===== src/rtl/gf180mcu_fd_sc_mcu7t5v0__clkdiv_prog_if.sv =====
// Control/status bundle for the programmable clock divider.
// The master drives the run request and ratio; the slave (divider) returns the clocks and status.
interface gf180mcu_fd_sc_mcu7t5v0__clkdiv_prog_if #(
  parameter int WIDTH = 4
);
  logic             EN;
  logic [WIDTH-1:0] DIV;
  logic             Z;
  logic             ZN;
  logic             TICK;
  logic             ACT;

  modport master (output EN, DIV, input Z, ZN, TICK, ACT);
  modport slave  (input EN, DIV, output Z, ZN, TICK, ACT);
endinterface


===== src/rtl/gf180mcu_fd_sc_mcu7t5v0__clkdiv_prog.sv =====
// Programmable glitch-free clock divider; ratio and enable only take effect at period starts.
// Optional GF180MCU_CLKDIV_DUTY50_EN adds a falling-edge flop giving 50% duty on odd ratios.
module gf180mcu_fd_sc_mcu7t5v0__clkdiv_prog #(
  parameter int WIDTH   = 4,
  parameter int MIN_DIV = 2
) (
`ifdef USE_POWER_PINS
  inout  wire  VDD,
  inout  wire  VSS,
`endif
  input  logic CLK,
  input  logic RST,
  gf180mcu_fd_sc_mcu7t5v0__clkdiv_prog_if.slave bus
);

  localparam logic [0:0] IDLE = 1'b0;
  localparam logic [0:0] RUN  = 1'b1;

  localparam logic [WIDTH-1:0] MIN_W = WIDTH'(MIN_DIV);
  localparam logic [WIDTH-1:0] ONE_W = WIDTH'(1);

  logic [0:0]       state_q, state_d;
  logic [WIDTH-1:0] cnt_q, cnt_d;
  logic [WIDTH-1:0] n_q, n_d;
  logic             z_q, z_d;
  logic             zn_q, zn_d;
  logic             tick_q, tick_d;
  logic             act_q, act_d;

  logic [WIDTH-1:0] n_eff, h, cnt_inc, n_m1;

  assign n_eff   = (bus.DIV < MIN_W) ? MIN_W : bus.DIV;
  assign h       = n_q >> 1;
  assign cnt_inc = cnt_q + ONE_W;
  assign n_m1    = n_q - ONE_W;

  always_comb begin
    state_d = state_q;
    cnt_d   = cnt_q;
    n_d     = n_q;
    z_d     = z_q;
    zn_d    = zn_q;
    tick_d  = 1'b0;
    act_d   = act_q;
    if (state_q == IDLE) begin
      if (bus.EN) begin
        state_d = RUN;
        cnt_d   = '0;
        n_d     = n_eff;
        z_d     = 1'b1;
        zn_d    = 1'b0;
        tick_d  = 1'b1;
        act_d   = 1'b1;
      end
    end else if (cnt_q == n_m1) begin
      // Period end is the only point where EN and DIV are honoured.
      cnt_d = '0;
      if (bus.EN) begin
        n_d    = n_eff;
        z_d    = 1'b1;
        zn_d   = 1'b0;
        tick_d = 1'b1;
      end else begin
        state_d = IDLE;
        z_d     = 1'b0;
        zn_d    = 1'b1;
        act_d   = 1'b0;
      end
    end else begin
      cnt_d = cnt_inc;
      z_d   = (cnt_inc < h);
      zn_d  = ~(cnt_inc < h);
    end
  end

  always_ff @(posedge CLK or posedge RST) begin
    if (RST) begin
      state_q <= IDLE;
      cnt_q   <= '0;
      n_q     <= MIN_W;
      z_q     <= 1'b0;
      zn_q    <= 1'b1;
      tick_q  <= 1'b0;
      act_q   <= 1'b0;
    end else begin
      state_q <= state_d;
      cnt_q   <= cnt_d;
      n_q     <= n_d;
      z_q     <= z_d;
      zn_q    <= zn_d;
      tick_q  <= tick_d;
      act_q   <= act_d;
    end
  end

`ifdef GF180MCU_CLKDIV_DUTY50_EN
  logic zf_q;

  // Half-cycle extension of the high phase, only for odd ratios.
  always_ff @(negedge CLK or posedge RST) begin
    if (RST) zf_q <= 1'b0;
    else     zf_q <= z_q & n_q[0];
  end

  assign bus.Z  = z_q | zf_q;
  assign bus.ZN = zn_q & ~zf_q;
`else
  assign bus.Z  = z_q;
  assign bus.ZN = zn_q;
`endif

  assign bus.TICK = tick_q;
  assign bus.ACT  = act_q;

endmodule


===== src/flat_wrapper.sv =====
// flat-port wrapper written by rule: the top's interface ports become plain ports
module gf180mcu_fd_sc_mcu7t5v0__clkdiv_prog_flat 
#(
  parameter int WIDTH   = 4,
  parameter int MIN_DIV = 2
)
  (CLK, RST, bus_EN, bus_DIV, bus_Z, bus_ZN, bus_TICK, bus_ACT);
  gf180mcu_fd_sc_mcu7t5v0__clkdiv_prog_if #(.WIDTH(WIDTH)) bus_i ();
  input  logic CLK;
  input  logic RST;
  input wire logic [$bits(bus_i.EN)-1:0] bus_EN;
  input wire logic [$bits(bus_i.DIV)-1:0] bus_DIV;
  output wire logic [$bits(bus_i.Z)-1:0] bus_Z;
  output wire logic [$bits(bus_i.ZN)-1:0] bus_ZN;
  output wire logic [$bits(bus_i.TICK)-1:0] bus_TICK;
  output wire logic [$bits(bus_i.ACT)-1:0] bus_ACT;
  assign bus_i.EN = bus_EN;
  assign bus_i.DIV = bus_DIV;
  assign bus_Z = bus_i.Z;
  assign bus_ZN = bus_i.ZN;
  assign bus_TICK = bus_i.TICK;
  assign bus_ACT = bus_i.ACT;
  gf180mcu_fd_sc_mcu7t5v0__clkdiv_prog #(.WIDTH(WIDTH), .MIN_DIV(MIN_DIV)) u_core (.CLK(CLK), .RST(RST), .bus(bus_i));
endmodule

===== config.mk =====
export PLATFORM = sky130hd
export DESIGN_NAME = gf180mcu_fd_sc_mcu7t5v0__clkdiv_prog_flat
export DESIGN_NICKNAME = d
export VERILOG_FILES = /design/src/rtl/gf180mcu_fd_sc_mcu7t5v0__clkdiv_prog_if.sv /design/src/rtl/gf180mcu_fd_sc_mcu7t5v0__clkdiv_prog.sv /design/src/flat_wrapper.sv
export SDC_FILE = /design/constraint.sdc
export NUM_CORES = 1
export LEC_CHECK = 0
export BUFFER_PORTS_ARGS = -buffer_cell sky130_fd_sc_hd__buf_2
export CAP_MARGIN = 10
export CORE_MARGIN = 5
export CORE_UTILIZATION = 57
export DETAILED_ROUTE_END_ITERATION = 16
export MAX_ROUTING_LAYER = met4
export PLACE_DENSITY = 0.79
export SLEW_MARGIN = 20
export SYNTH_ARGS = -nofsm -noshare
export SYNTH_HDL_FRONTEND = slang
export SYNTH_SLANG_ARGS = --single-unit
export TNS_END_PERCENT = 20

===== constraint.sdc =====
create_clock -name CLK -period 5.8 [get_ports CLK]
set_input_delay 0.29 -clock CLK [delete_from_list [all_inputs] [get_ports CLK]]
set_output_delay 0.29 -clock CLK [all_outputs]
set_load 0.03 [all_outputs]

==> impl_results.md <==
- Logic pwr share: 0.569
- Final setup vio count: 0
- Routed len/inst: 13.7 um
- Setup Fix Bufs, Post-CTS: 0
- Synth area leader: dfrtp_1
- Power share of the clock group: 0.093
- Slew HR: 0.684
- I/O pins: 11
- GRT Total Usage: 0.160
- Worst Tran Pin Value: 0.473 ns
- Fin area: 831 sq um
- Fin. max-slew vios: 0
- Hold buffers post-CTS: 0
- Post-Synth Adder-Cell Area: 0.0670
- Share of layout cells above drive strength 1: 0.284
- Commonest non-fill, non-tap cell in the layout: dfrtp_1
- Routed vias/inst: 5.30
- DPL Wire Length: 1.05 mm
- H-tree levels: 1
- Post-Syn Instances: 69
- Synth Area in XOR/XNOR: 0.101
- Mapped Area: 747 sq um
- Grt ovf: 0
- P per Cell Area: 696 mW/mm^2
- Utilization after layout: 0.655
- Number of antenna violations at the first check in global routing: 0
- First-iteration detailed-routing DRC count: 3
- Worst Path Required: 5.96 ns
- Simple-gate area share of the yosys netlist: 0.114
- Worst-path clk slew: 0.07 ns
- Largest net degree at the start of global routing: 14
- TNS Setup: 0 ns
- Port bufs: 10
- Fillers: 112
- Post-synth top area share: 0.369
- Ys Warns: 0
- Core box area: 0.00127 sq mm
- Internal: 325 uW
- FMAX: 497 MHz
- Sequential cell area: 328 sq um
- Ant diodes: 0
- Fin Hold WS: 0.0222 ns
- Antenna-violating nets left: 0
- Largest family of logic cells by synthesized area: compound AO/OA/AOI/OAI gates
- Max Cap Violations: 0
- Yosys cell types: 31
- Setup slack at placement: 3.79 ns
- Cell Rows: 13
- Final Cycle Share: 0.347
- Net Sw Power: 253 uW
- Cell Area, Placed: 805 sq um
- Die Area: 0.00213 sq mm
- Initial Utilization: 0.589
- Clock Skew: 0.00124 ns
- Overall routed net length: 1.31 mm
- DIE WIDTH: 46.2 um
- Leak pwr: 0.000443 uW
- Layout area overhead: 11.2%
- CTS tree: yes
- Area of the multi-input gates: 370 sq um
- Worst EP arrival: 2.17 ns
- Cts bufs inserted: 3
- CTS resizes: 0
- First-pass GRT wire length: 2.29 mm
- Clock tree buffer depth: 2
- Critical path peak fanout: 5
- Critical path endpoint category: flop
- Worst setup slack after layout: 3.79 ns
- Sequential group share of total power: 0.338
- Worst VDD drop: 302 uV
- DR pass1 iterations: 4
- Switch share: 0.437
- Compound-Gate Fraction of Synth Area: 0.134
- Syn nets: 80
- Drt drc: 0
- RSZ-0062 raised after global routing: false
- Synth Register Bits: 13
- Number of global-route vias before repair: 503
- Sequential share of the synthesized area: 0.439
- Placer's final routability congestion estimate: 0.819
- Setup CP Type: reg2reg
- Mux contribution to synthesized area: 0.0804
- Average cell area after synthesis: 10.8 sq um
- Net count, final: 93
- DR vias: 509
- Die Span Y: 46.2 um
- Root Buffer: clkbuf_4
- Clk sinks: 13
- CP Launch Type: flop
- HP Class: in2async
- Synth top area cells: dfrtp_1, dfstp_2, ha_1
- Fin crit period: 2.01 ns
- Commonest non-fill, non-tap cells in the layout: dfrtp_1, buf_2, inv_1
- Final hold violation count: 0
- Clk_lat worst skew: 0.27 ns
- Status: completed
[kinds of logic (layout without fill, tap and decap cells)]
group | count (synthesis) | count (layout)
buf+inv | 12 | 24
flops | 13 | 13
fa+ha+maj | 4 | 4
simple gates | 15 | 15
mux | 5 | 5
compound gates | 13 | 13
xor+xnor | 7 | 7
[Yosys cell counts]
library cell	instances
nand3_1	1
mux2i_1	3
a21oi_1	2
mux2_4	2
nor2_1	3
o31ai_1	1
o32ai_1	2
nor3b_1	1
xor2_1	3
ha_1	4
clkbuf_1	1
nor3_2	1
dfrtp_1	11
nand2_4	1
xnor3_1	1
xnor2_1	3
nand2_1	5
dfstp_2	2
inv_1	9
o21ai_1	1
buf_4	1
a31oi_1	1
inv_2	1
nand3_2	1
nor3_1	1
a211oi_1	1
nor2_2	1
o22ai_1	1
a21o_1	2
o21ai_4	1
a22o_1	1
[layout make-up]
cell class	instances	area share
inverter	10	0.0452
sequential	13	0.395
tap	15	0.0226
clock buffer	4	0.0316
multi-input combinational	44	0.446
timing repair buffer	10	0.0602
[per-layer routing]
metal,global-route usage,wire (um),vias to the layer above
li1,-,-,259
met1,0.182,576,240
met2,0.258,672,8
met3,0.0352,52,2
met4,0.0852,11,0
met5,-,0,-
[through the flow]
stage	cells	power, uW
global route	96	635
detailed placement	92	530
floorplan	69	463
CTS	96	588
finish	96	578
global placement	92	520
[critical path: stages (launching register included)]
cell     delay [ns]
dfstp_2        0.56
inv_1          0.06
ha_1           0.17
xnor3_1        0.37
nand3_2        0.10
o21ai_4        0.22
nand2_4        0.11
mux2_4         0.31
[power by group through the flow]
stage          Sequential [uW]  Combinational [uW]  Clock (uW)
3_3_place_gp               195                 325           0
5_1_grt                    202                 371        61.9
2_1_floorplan              208                 255           0
4_1_cts                    196                 335        56.9
6_report                   196                 329        53.7
3_5_place_dp               198                 332           0
[flip-flops by register name, indices dropped and copies added (netlist names)]
signal and count:
u_core.cnt_q 4, u_core.n_q 4, u_core.bus.ACT 1, u_core.bus.TICK 1, u_core.bus.Z 1, u_core.bus.ZN 1
u_core.state_q 1
[final timing paths]
kind	startpoint	endpoint	slack [ns]	cells past startpoint
max	u_core.n_q[1]	u_core.n_q[2]	3.79	7
min	RST	u_core.bus.TICK	0.02	2
max reg2reg	u_core.n_q[1]	u_core.n_q[2]	3.79	7
min reg2reg	u_core.n_q[1]	u_core.n_q[1]	0.53	2
max in group asynchronous	RST	u_core.bus.ZN	5.43	2
min in group CLK	bus_DIV[0]	u_core.n_q[0]	0.28	3
Note: power is estimated with default switching activity, not from simulation.
